`src/rtl/chirp_window_shaper_if.sv`:
```
// chirp_window_shaper_if: I/Q sample stream into and out of the chirp window shaper.
// Handshake: valid-only stream with no back-pressure. A sample is transferred
// on every rising clk_96 edge where *_valid is high; data is don't-care otherwise.
// The master drives din_* and observes dout_*; the shaper is the slave.
interface chirp_window_shaper_if;
  logic signed [15:0] din_I;
  logic signed [15:0] din_Q;
  logic               din_valid;
  logic signed [15:0] dout_I;
  logic signed [15:0] dout_Q;
  logic               dout_valid;

  modport master (
    output din_I, din_Q, din_valid,
    input  dout_I, dout_Q, dout_valid
  );

  modport slave (
    input  din_I, din_Q, din_valid,
    output dout_I, dout_Q, dout_valid
  );
endinterface

```
`src/rtl/chirp_window_shaper.sv`:
```
// chirp_window_shaper: linear ramp-up / unity hold / ramp-down amplitude taper
// applied to each DDS chirp pulse. Ramp length N = 2^RAMP_LOG2 samples, pulse
// length latched on the start rise and clamped to at least 2N.
// Build option: define CHIRP_WIN_ROUND_EN for round-half-up on the final
// >>>15; without it the shift truncates toward minus infinity.
// state_o exposes the FSM state (IDLE=0, UP=1, HOLD=2, DOWN=3, DONE=4).
module chirp_window_shaper #(
  parameter int RAMP_LOG2 = 6
) (
  input  logic                 clk_96,
  input  logic                 rst,
  input  logic                 start,
  input  logic [31:0]          pulse_len,
  chirp_window_shaper_if.slave s,
  output logic                 busy,
  output logic                 pulse_done,
  output logic [2:0]           state_o
);

  typedef enum logic [2:0] {
    S_IDLE = 3'd0,
    S_UP   = 3'd1,
    S_HOLD = 3'd2,
    S_DOWN = 3'd3,
    S_DONE = 3'd4
  } state_t;

  localparam int          N       = 1 << RAMP_LOG2;
  localparam int          STEP_SH = 15 - RAMP_LOG2;
  localparam logic [31:0] N_W     = 32'(N);
  localparam logic [31:0] TWO_N   = 32'(2 * N);

`ifdef CHIRP_WIN_ROUND_EN
  localparam logic signed [32:0] RND = 33'sd16384;
`else
  localparam logic signed [32:0] RND = 33'sd0;
`endif

  // start synchroniser and edge register
  logic start_meta_q, start_sync_q, start_prev_q;
  logic start_rise, start_fall;

  // control
  state_t      state_q;
  logic [31:0] k_q;
  logic [31:0] l_q;
  logic        busy_q;
  logic        in_run, acc, abort, last_k;

  // datapath
  logic [15:0]        gain;
  logic [31:0]        down_idx;
  logic signed [32:0] prod_i, prod_q;
  logic signed [32:0] p_i_q, p_q_q;
  logic signed [32:0] sum_i, sum_q;
  logic               vld1_q, last1_q;
  logic signed [15:0] dout_i_q, dout_q_q;
  logic               dout_valid_q, done_q;
  logic               unused_bits;

  // Sync flops reset high so a start held high across reset is not seen as a
  // rise; it must first be sampled low.
  always_ff @(posedge clk_96 or posedge rst) begin
    if (rst) begin
      start_meta_q <= 1'b1;
      start_sync_q <= 1'b1;
      start_prev_q <= 1'b1;
    end else begin
      start_meta_q <= start;
      start_sync_q <= start_meta_q;
      start_prev_q <= start_sync_q;
    end
  end

  assign start_rise = start_sync_q & ~start_prev_q;
  assign start_fall = ~start_sync_q & start_prev_q;

  assign in_run = (state_q == S_UP) || (state_q == S_HOLD) || (state_q == S_DOWN);
  assign acc    = s.din_valid & in_run;
  assign abort  = start_fall & in_run;
  assign last_k = (k_q == l_q - 32'd1);

  // Pulse FSM: latches length on rise, advances on accepted samples, aborts on fall.
  always_ff @(posedge clk_96 or posedge rst) begin
    if (rst) begin
      state_q <= S_IDLE;
      k_q     <= 32'd0;
      l_q     <= 32'd0;
      busy_q  <= 1'b0;
    end else begin
      case (state_q)
        S_IDLE: begin
          if (start_rise) begin
            state_q <= S_UP;
            busy_q  <= 1'b1;
            k_q     <= 32'd0;
            l_q     <= (pulse_len < TWO_N) ? TWO_N : pulse_len;
          end
        end
        S_UP, S_HOLD, S_DOWN: begin
          if (abort) begin
            state_q <= S_IDLE;
            busy_q  <= 1'b0;
          end else if (acc) begin
            k_q <= k_q + 32'd1;
            if (state_q == S_UP) begin
              if (k_q == N_W - 32'd1) begin
                state_q <= (l_q == TWO_N) ? S_DOWN : S_HOLD;
              end
            end else if (state_q == S_HOLD) begin
              if (k_q == l_q - N_W - 32'd1) begin
                state_q <= S_DOWN;
              end
            end else if (last_k) begin
              state_q <= S_DONE;
              busy_q  <= 1'b0;
            end
          end
        end
        S_DONE: begin
          if (start_fall) begin
            state_q <= S_IDLE;
          end
        end
        default: begin
          state_q <= S_IDLE;
          busy_q  <= 1'b0;
        end
      endcase
    end
  end

  // Gain for the sample currently on din: k*step, unity, or (L-1-k)*step.
  always_comb begin
    gain     = 16'd0;
    down_idx = l_q - 32'd1 - k_q;
    case (state_q)
      S_UP:    gain = 16'(k_q[RAMP_LOG2-1:0]) << STEP_SH;
      S_HOLD:  gain = 16'h8000;
      S_DOWN:  gain = 16'(down_idx[RAMP_LOG2-1:0]) << STEP_SH;
      default: gain = 16'd0;
    endcase
  end

  // Signed 16 x unsigned 16 -> 33-bit signed; both operands widened to 33 bits.
  assign prod_i = $signed({{17{s.din_I[15]}}, s.din_I}) * $signed({17'd0, gain});
  assign prod_q = $signed({{17{s.din_Q[15]}}, s.din_Q}) * $signed({17'd0, gain});

  // Final scale: optional half-LSB bias, then >>>15 taken as bits [30:15].
  assign sum_i = p_i_q + RND;
  assign sum_q = p_q_q + RND;
  assign unused_bits = ^{down_idx[31:RAMP_LOG2], sum_i[32:31], sum_i[14:0],
                         sum_q[32:31], sum_q[14:0]};

  // Two-stage pipeline: product register, then scaled output; abort kills both valids.
  always_ff @(posedge clk_96 or posedge rst) begin
    if (rst) begin
      p_i_q        <= '0;
      p_q_q        <= '0;
      vld1_q       <= 1'b0;
      last1_q      <= 1'b0;
      dout_i_q     <= '0;
      dout_q_q     <= '0;
      dout_valid_q <= 1'b0;
      done_q       <= 1'b0;
    end else begin
      if (acc) begin
        p_i_q <= prod_i;
        p_q_q <= prod_q;
      end
      vld1_q  <= acc & ~abort;
      last1_q <= acc & ~abort & (state_q == S_DOWN) & last_k;
      if (abort) begin
        dout_valid_q <= 1'b0;
        done_q       <= 1'b0;
      end else begin
        dout_valid_q <= vld1_q;
        done_q       <= last1_q;
      end
      if (vld1_q) begin
        dout_i_q <= sum_i[30:15];
        dout_q_q <= sum_q[30:15];
      end
    end
  end

  assign s.dout_I     = dout_i_q;
  assign s.dout_Q     = dout_q_q;
  assign s.dout_valid = dout_valid_q;
  assign pulse_done   = done_q;
  assign busy         = busy_q;
  assign state_o      = state_q;

endmodule

```
`src/flat_wrapper.sv`:
```
// flat-port wrapper written by rule: the top's interface ports become plain ports
module chirp_window_shaper_flat 
#(
  parameter int RAMP_LOG2 = 6
)
  (clk_96, rst, start, pulse_len, busy, pulse_done, state_o, s_din_I, s_din_Q, s_din_valid, s_dout_I, s_dout_Q, s_dout_valid);
  chirp_window_shaper_if s_i ();
  input  logic clk_96;
  input  logic rst;
  input  logic start;
  input  logic [31:0] pulse_len;
  output logic busy;
  output logic pulse_done;
  output logic [2:0] state_o;
  input wire logic [$bits(s_i.din_I)-1:0] s_din_I;
  input wire logic [$bits(s_i.din_Q)-1:0] s_din_Q;
  input wire logic [$bits(s_i.din_valid)-1:0] s_din_valid;
  output wire logic [$bits(s_i.dout_I)-1:0] s_dout_I;
  output wire logic [$bits(s_i.dout_Q)-1:0] s_dout_Q;
  output wire logic [$bits(s_i.dout_valid)-1:0] s_dout_valid;
  assign s_i.din_I = s_din_I;
  assign s_i.din_Q = s_din_Q;
  assign s_i.din_valid = s_din_valid;
  assign s_dout_I = s_i.dout_I;
  assign s_dout_Q = s_i.dout_Q;
  assign s_dout_valid = s_i.dout_valid;
  chirp_window_shaper #(.RAMP_LOG2(RAMP_LOG2)) u_core (.clk_96(clk_96), .rst(rst), .start(start), .pulse_len(pulse_len), .s(s_i), .busy(busy), .pulse_done(pulse_done), .state_o(state_o));
endmodule
```
`config.mk`:
```
export PLATFORM = sky130hd
export DESIGN_NAME = chirp_window_shaper_flat
export DESIGN_NICKNAME = d
export VERILOG_FILES = /design/src/rtl/chirp_window_shaper_if.sv /design/src/rtl/chirp_window_shaper.sv /design/src/flat_wrapper.sv
export SDC_FILE = /design/constraint.sdc
export NUM_CORES = 1
export LEC_CHECK = 0
export CAP_MARGIN = 20
export CORE_MARGIN = 3
export CORE_UTILIZATION = 56
export DETAILED_ROUTE_END_ITERATION = 8
export GPL_TIMING_DRIVEN = 0
export HOLD_SLACK_MARGIN = 0.02
export PLACE_DENSITY = 0.85
export SYNTH_ARGS = -nofsm -noshare
export SYNTH_HDL_FRONTEND = slang
export SYNTH_SLANG_ARGS = --single-unit
```
`constraint.sdc`:
```
create_clock -name clk_96 -period 7 [get_ports clk_96]
set_input_delay 1.4 -clock clk_96 [delete_from_list [all_inputs] [get_ports clk_96]]
set_output_delay 1.4 -clock clk_96 [all_outputs]
set_load 0.01 [all_outputs]
```
==> impl_metrics.csv <==
group,metric,value,unit
logic_synthesis,syn_nets,2131,
worst_setup_path,reg2reg_depth,35,
worst_setup_path,cp_slowest_cell,"fa_1",
detailed_routing,num_vias,13454,
sta,rsz0062_at_grt,"true",
global_route,grt_max_degree,80,
logic_synthesis,synthDistinctLibCells,81,
worst_setup_path,cp.required,7.31,ns
logic_synthesis,yosysSeqAreaShare,22.0,%
global_route,grt_util_all_layers,29.7,%
worst_setup_path,critPathMaxFanout,10,
placement,placement.io_buffers,105,
floorplanning,die_width,174,microns
cts,cts_tree,"done",
detailed_routing,drc,0,
worst_setup_path,r2r_end,"u_core.p_q_q[27]",
finish,finalNonFillerCells,2294,
logic_synthesis,synth.area.mux_share,2.72,%
finish,layout_commonest_cell,"inv_1",
detailed_routing,routedWlPerCell,20.0,microns
detailed_routing,drt_iter0_drc,1269,
cts,h-tree-depth,4,
finish,mostFrequentLayoutCells,"228 x inv_1, 220 x nand2_1, 162 x ha_1, 149 x fa_1, 134 x dfrtp_1",
run_status,failed_checks,"negative setup slack",
sta,finalHoldViolations,0,
cts,clock_path_buffers,2,
cts,clk_pin_slew,0.07,ns
logic_synthesis,syn_area_per_cell,9.17,sq um
worst_setup_path,worst-path-stages,35,
logic_synthesis,ys_warn_count,0,
min_path,min_path_type,"reg2reg",
sta,report.final.setup_viol,22,
global_route,grt_pass1_vias,13883,
sta,layout_min_cycle_time,7.71,ns
global_route,antenna_found_initial,0,
logic_synthesis,synth_edf_count,0,
floorplanning,core_area,0.0273,sq mm
logic_synthesis,synth_top_family_by_area,"adder cells",
floorplanning,rows,60,
worst_setup_path,cp-end-kind,"register",
worst_setup_path,arrival,8.03,ns
cts,cts.sinks,139,
placement,placed_cells,2203,
floorplanning,pin_count,106,
logic_synthesis,synthesis.area,0.0158,sq mm
finish,final_cell_area,0.0193,sq mm
detailed_routing,wirelength,46.0,mm
sta,finalCritPeriodShare,110,%
detailed_routing,ant_nets,0,
sta,fmax,130,MHz
worst_setup_path,worstSetupStartpoint,"u_core.l_q[0]",
worst_setup_path,crit_top_cell,"fa_1",
placement,dpl_cell_area,0.0175,sq mm
worst_setup_path,reg2reg_from,"u_core.l_q[0]",
cts,clock_latency,0.44,ns
finish,nFillCells,1893,
finish,syn2layout_area_growth,21.8,%
logic_synthesis,synthCells,1725,
sta,setup_ws,-0.715,ns
sta,worst_pin_slew,1.02,ns
floorplanning,start_util,57.9,%
worst_setup_path,crit_buf_inv,10,
sta,maxSlewHeadroom,31.6,%
cts,cts-root-buf,"clkbuf_16",
sta,slew_violations,0,
logic_synthesis,ys_seq_elements,139,
floorplanning,die_area,0.0303,sq mm
floorplanning,chipHeight,174,microns
global_route,grt_pass1_wl,71.7,mm
worst_setup_path,critPathKind,"reg2reg",
worst_setup_path,endpoint,"u_core.p_q_q[27]",
worst_setup_path,cp_top_family,"adder cells",
worst_setup_path,start_kind,"register",
logic_synthesis,synth-compound-area-share,7.19,%
worst_setup_path,reg2reg_setup_slack,-0.71,ns
logic_synthesis,synth_xor_area_share,6.70,%
logic_synthesis,ys_dominant_reg_cell,"dfrtp_1",
cts,cts_made_buffers,17,
logic_synthesis,synthArstFlopShare,100,%
sta,skew,0.0101,ns
cts,postCtsHoldBufs,0,
logic_synthesis,synthAdderAreaFrac,34.0,%
logic_synthesis,synth_simple_gate_area_share,19.5,%
placement,hpwl,33.6,mm
detailed_routing,dr.pass1.iters,5,
finish,final_layout_size_suffix_gt1_share,14.9,%
global_route,grt_overflow,0,
detailed_routing,viasPerCell,5.86,
finish,nets,2314,
sta,setup_tns,-8.90,ns
worst_setup_path,max_stage_delay,0.55,ns
job,maxCapViolCount,0,
run_status,status,"complete, but fails checks",
placement,place.gp.congestion,0.941,
worst min path at each step:
| stage | startpoint | endpoint | cells after the start |
|---|---|---|---|
| after floorplan | u_core.start_meta_q | u_core.start_sync_q | 0 |
| after global placement | u_core.start_meta_q | u_core.start_sync_q | 0 |
| after detailed placement | u_core.start_meta_q | u_core.start_sync_q | 0 |
| after CTS | u_core.start_meta_q | u_core.start_sync_q | 0 |
| after global routing | u_core.start_meta_q | u_core.start_sync_q | 0 |
| final | u_core.start_meta_q | u_core.start_sync_q | 0 |
cells by family after synthesis:
group	count (synthesis)
buf+inv	309
simple gates	606
compound gates	174
mux	38
fa+ha+maj	338
xor+xnor	121
flops	139
synth_stat cells, types with 4 or more instances:
master	n	area, sq um
or3_1	10	62.6
buf_6	4	45.0
inv_1	245	920
xor2_1	62	543
or2_2	4	25.0
nor2_1	73	274
ha_1	185	2310
nand2_1	224	841
nand2b_1	11	68.8
a21o_1	12	90.1
nor3_1	29	145
buf_1	4	15.0
a22o_1	6	52.6
and2_1	117	732
clkbuf_1	49	184
and3_1	34	213
nand3b_1	6	45.0
a31oi_1	4	25.0
nand4_1	13	81.3
nor2b_1	9	56.3
nor4_1	24	150
o21a_1	5	37.5
o31ai_1	7	52.6
a21oi_1	35	175
mux2_2	35	394
xnor2_1	59	517
or4_1	5	37.5
a21boi_0	4	30.0
fa_1	153	3060
nand3_1	21	105
dfrtp_1	136	3400
o21ai_0	59	295
a211o_1	4	35.0
sequential cells by signal, summed over array words and instances, names as in the netlist:
signal,count
u_core.k_q,32
u_core.busy,1
u_core.s.dout_valid,1
u_core.p_i_q,16
u_core.s.dout_I,16
u_core.p_q_q,16
u_core.l_q,32
u_core.s.dout_Q,16
u_core.vld1_q,1
u_core.start_sync_q,1
u_core.start_prev_q,1
u_core.pulse_done,1
u_core.last1_q,1
u_core.state_o,3
u_core.start_meta_q,1
metrics by stage:
stage | hold WS [ns] | util (%) | setup slack [ns]
after floorplan | 0.345 | - | -0.170
after global placement | 0.364 | 63.9 | -1.15
after detailed placement | 0.365 | 64.1 | -1.31
after CTS | 0.375 | 69.2 | -0.486
after global routing | 0.380 | 70.5 | -0.883
final | 0.375 | 70.5 | -0.715
area by class of cell:
cell class / instances / area (sq um) / area share, %
antenna: 1 / 2.50 / 0.0130
buffer: 64 / 398 / 2.06
clock buffer: 17 / 425 / 2.21
clock inverter: 15 / 193 / 1.00
inverter: 245 / 927 / 4.81
multi-input combinational: 1277 / 11800 / 61.2
sequential: 139 / 3480 / 18.1
tap: 372 / 465 / 2.42
timing repair buffer: 164 / 1580 / 8.20
per-layer routing:
metal / GRT usage (%) / share of wire, % / vias to the layer above
li1: - / - / 5987
met1: 40.3 / 42 / 6632
met2: 47.5 / 46 / 695
met3: 5.79 / 8.3 / 140
met4: 10.8 / 3.6 / 0
met5: 0 / 0 / -
timing repair:
item                                    4_1_cts  5_1_grt
endpoints found under the setup margin       25       26
gates resized for setup                      98       53
pin swaps                                    54       43
setup buffers                                43       16
Power is left out: the tool's default activity adds up to more than one toggle a clock period on the data nets, which glitch-free logic cannot reach.
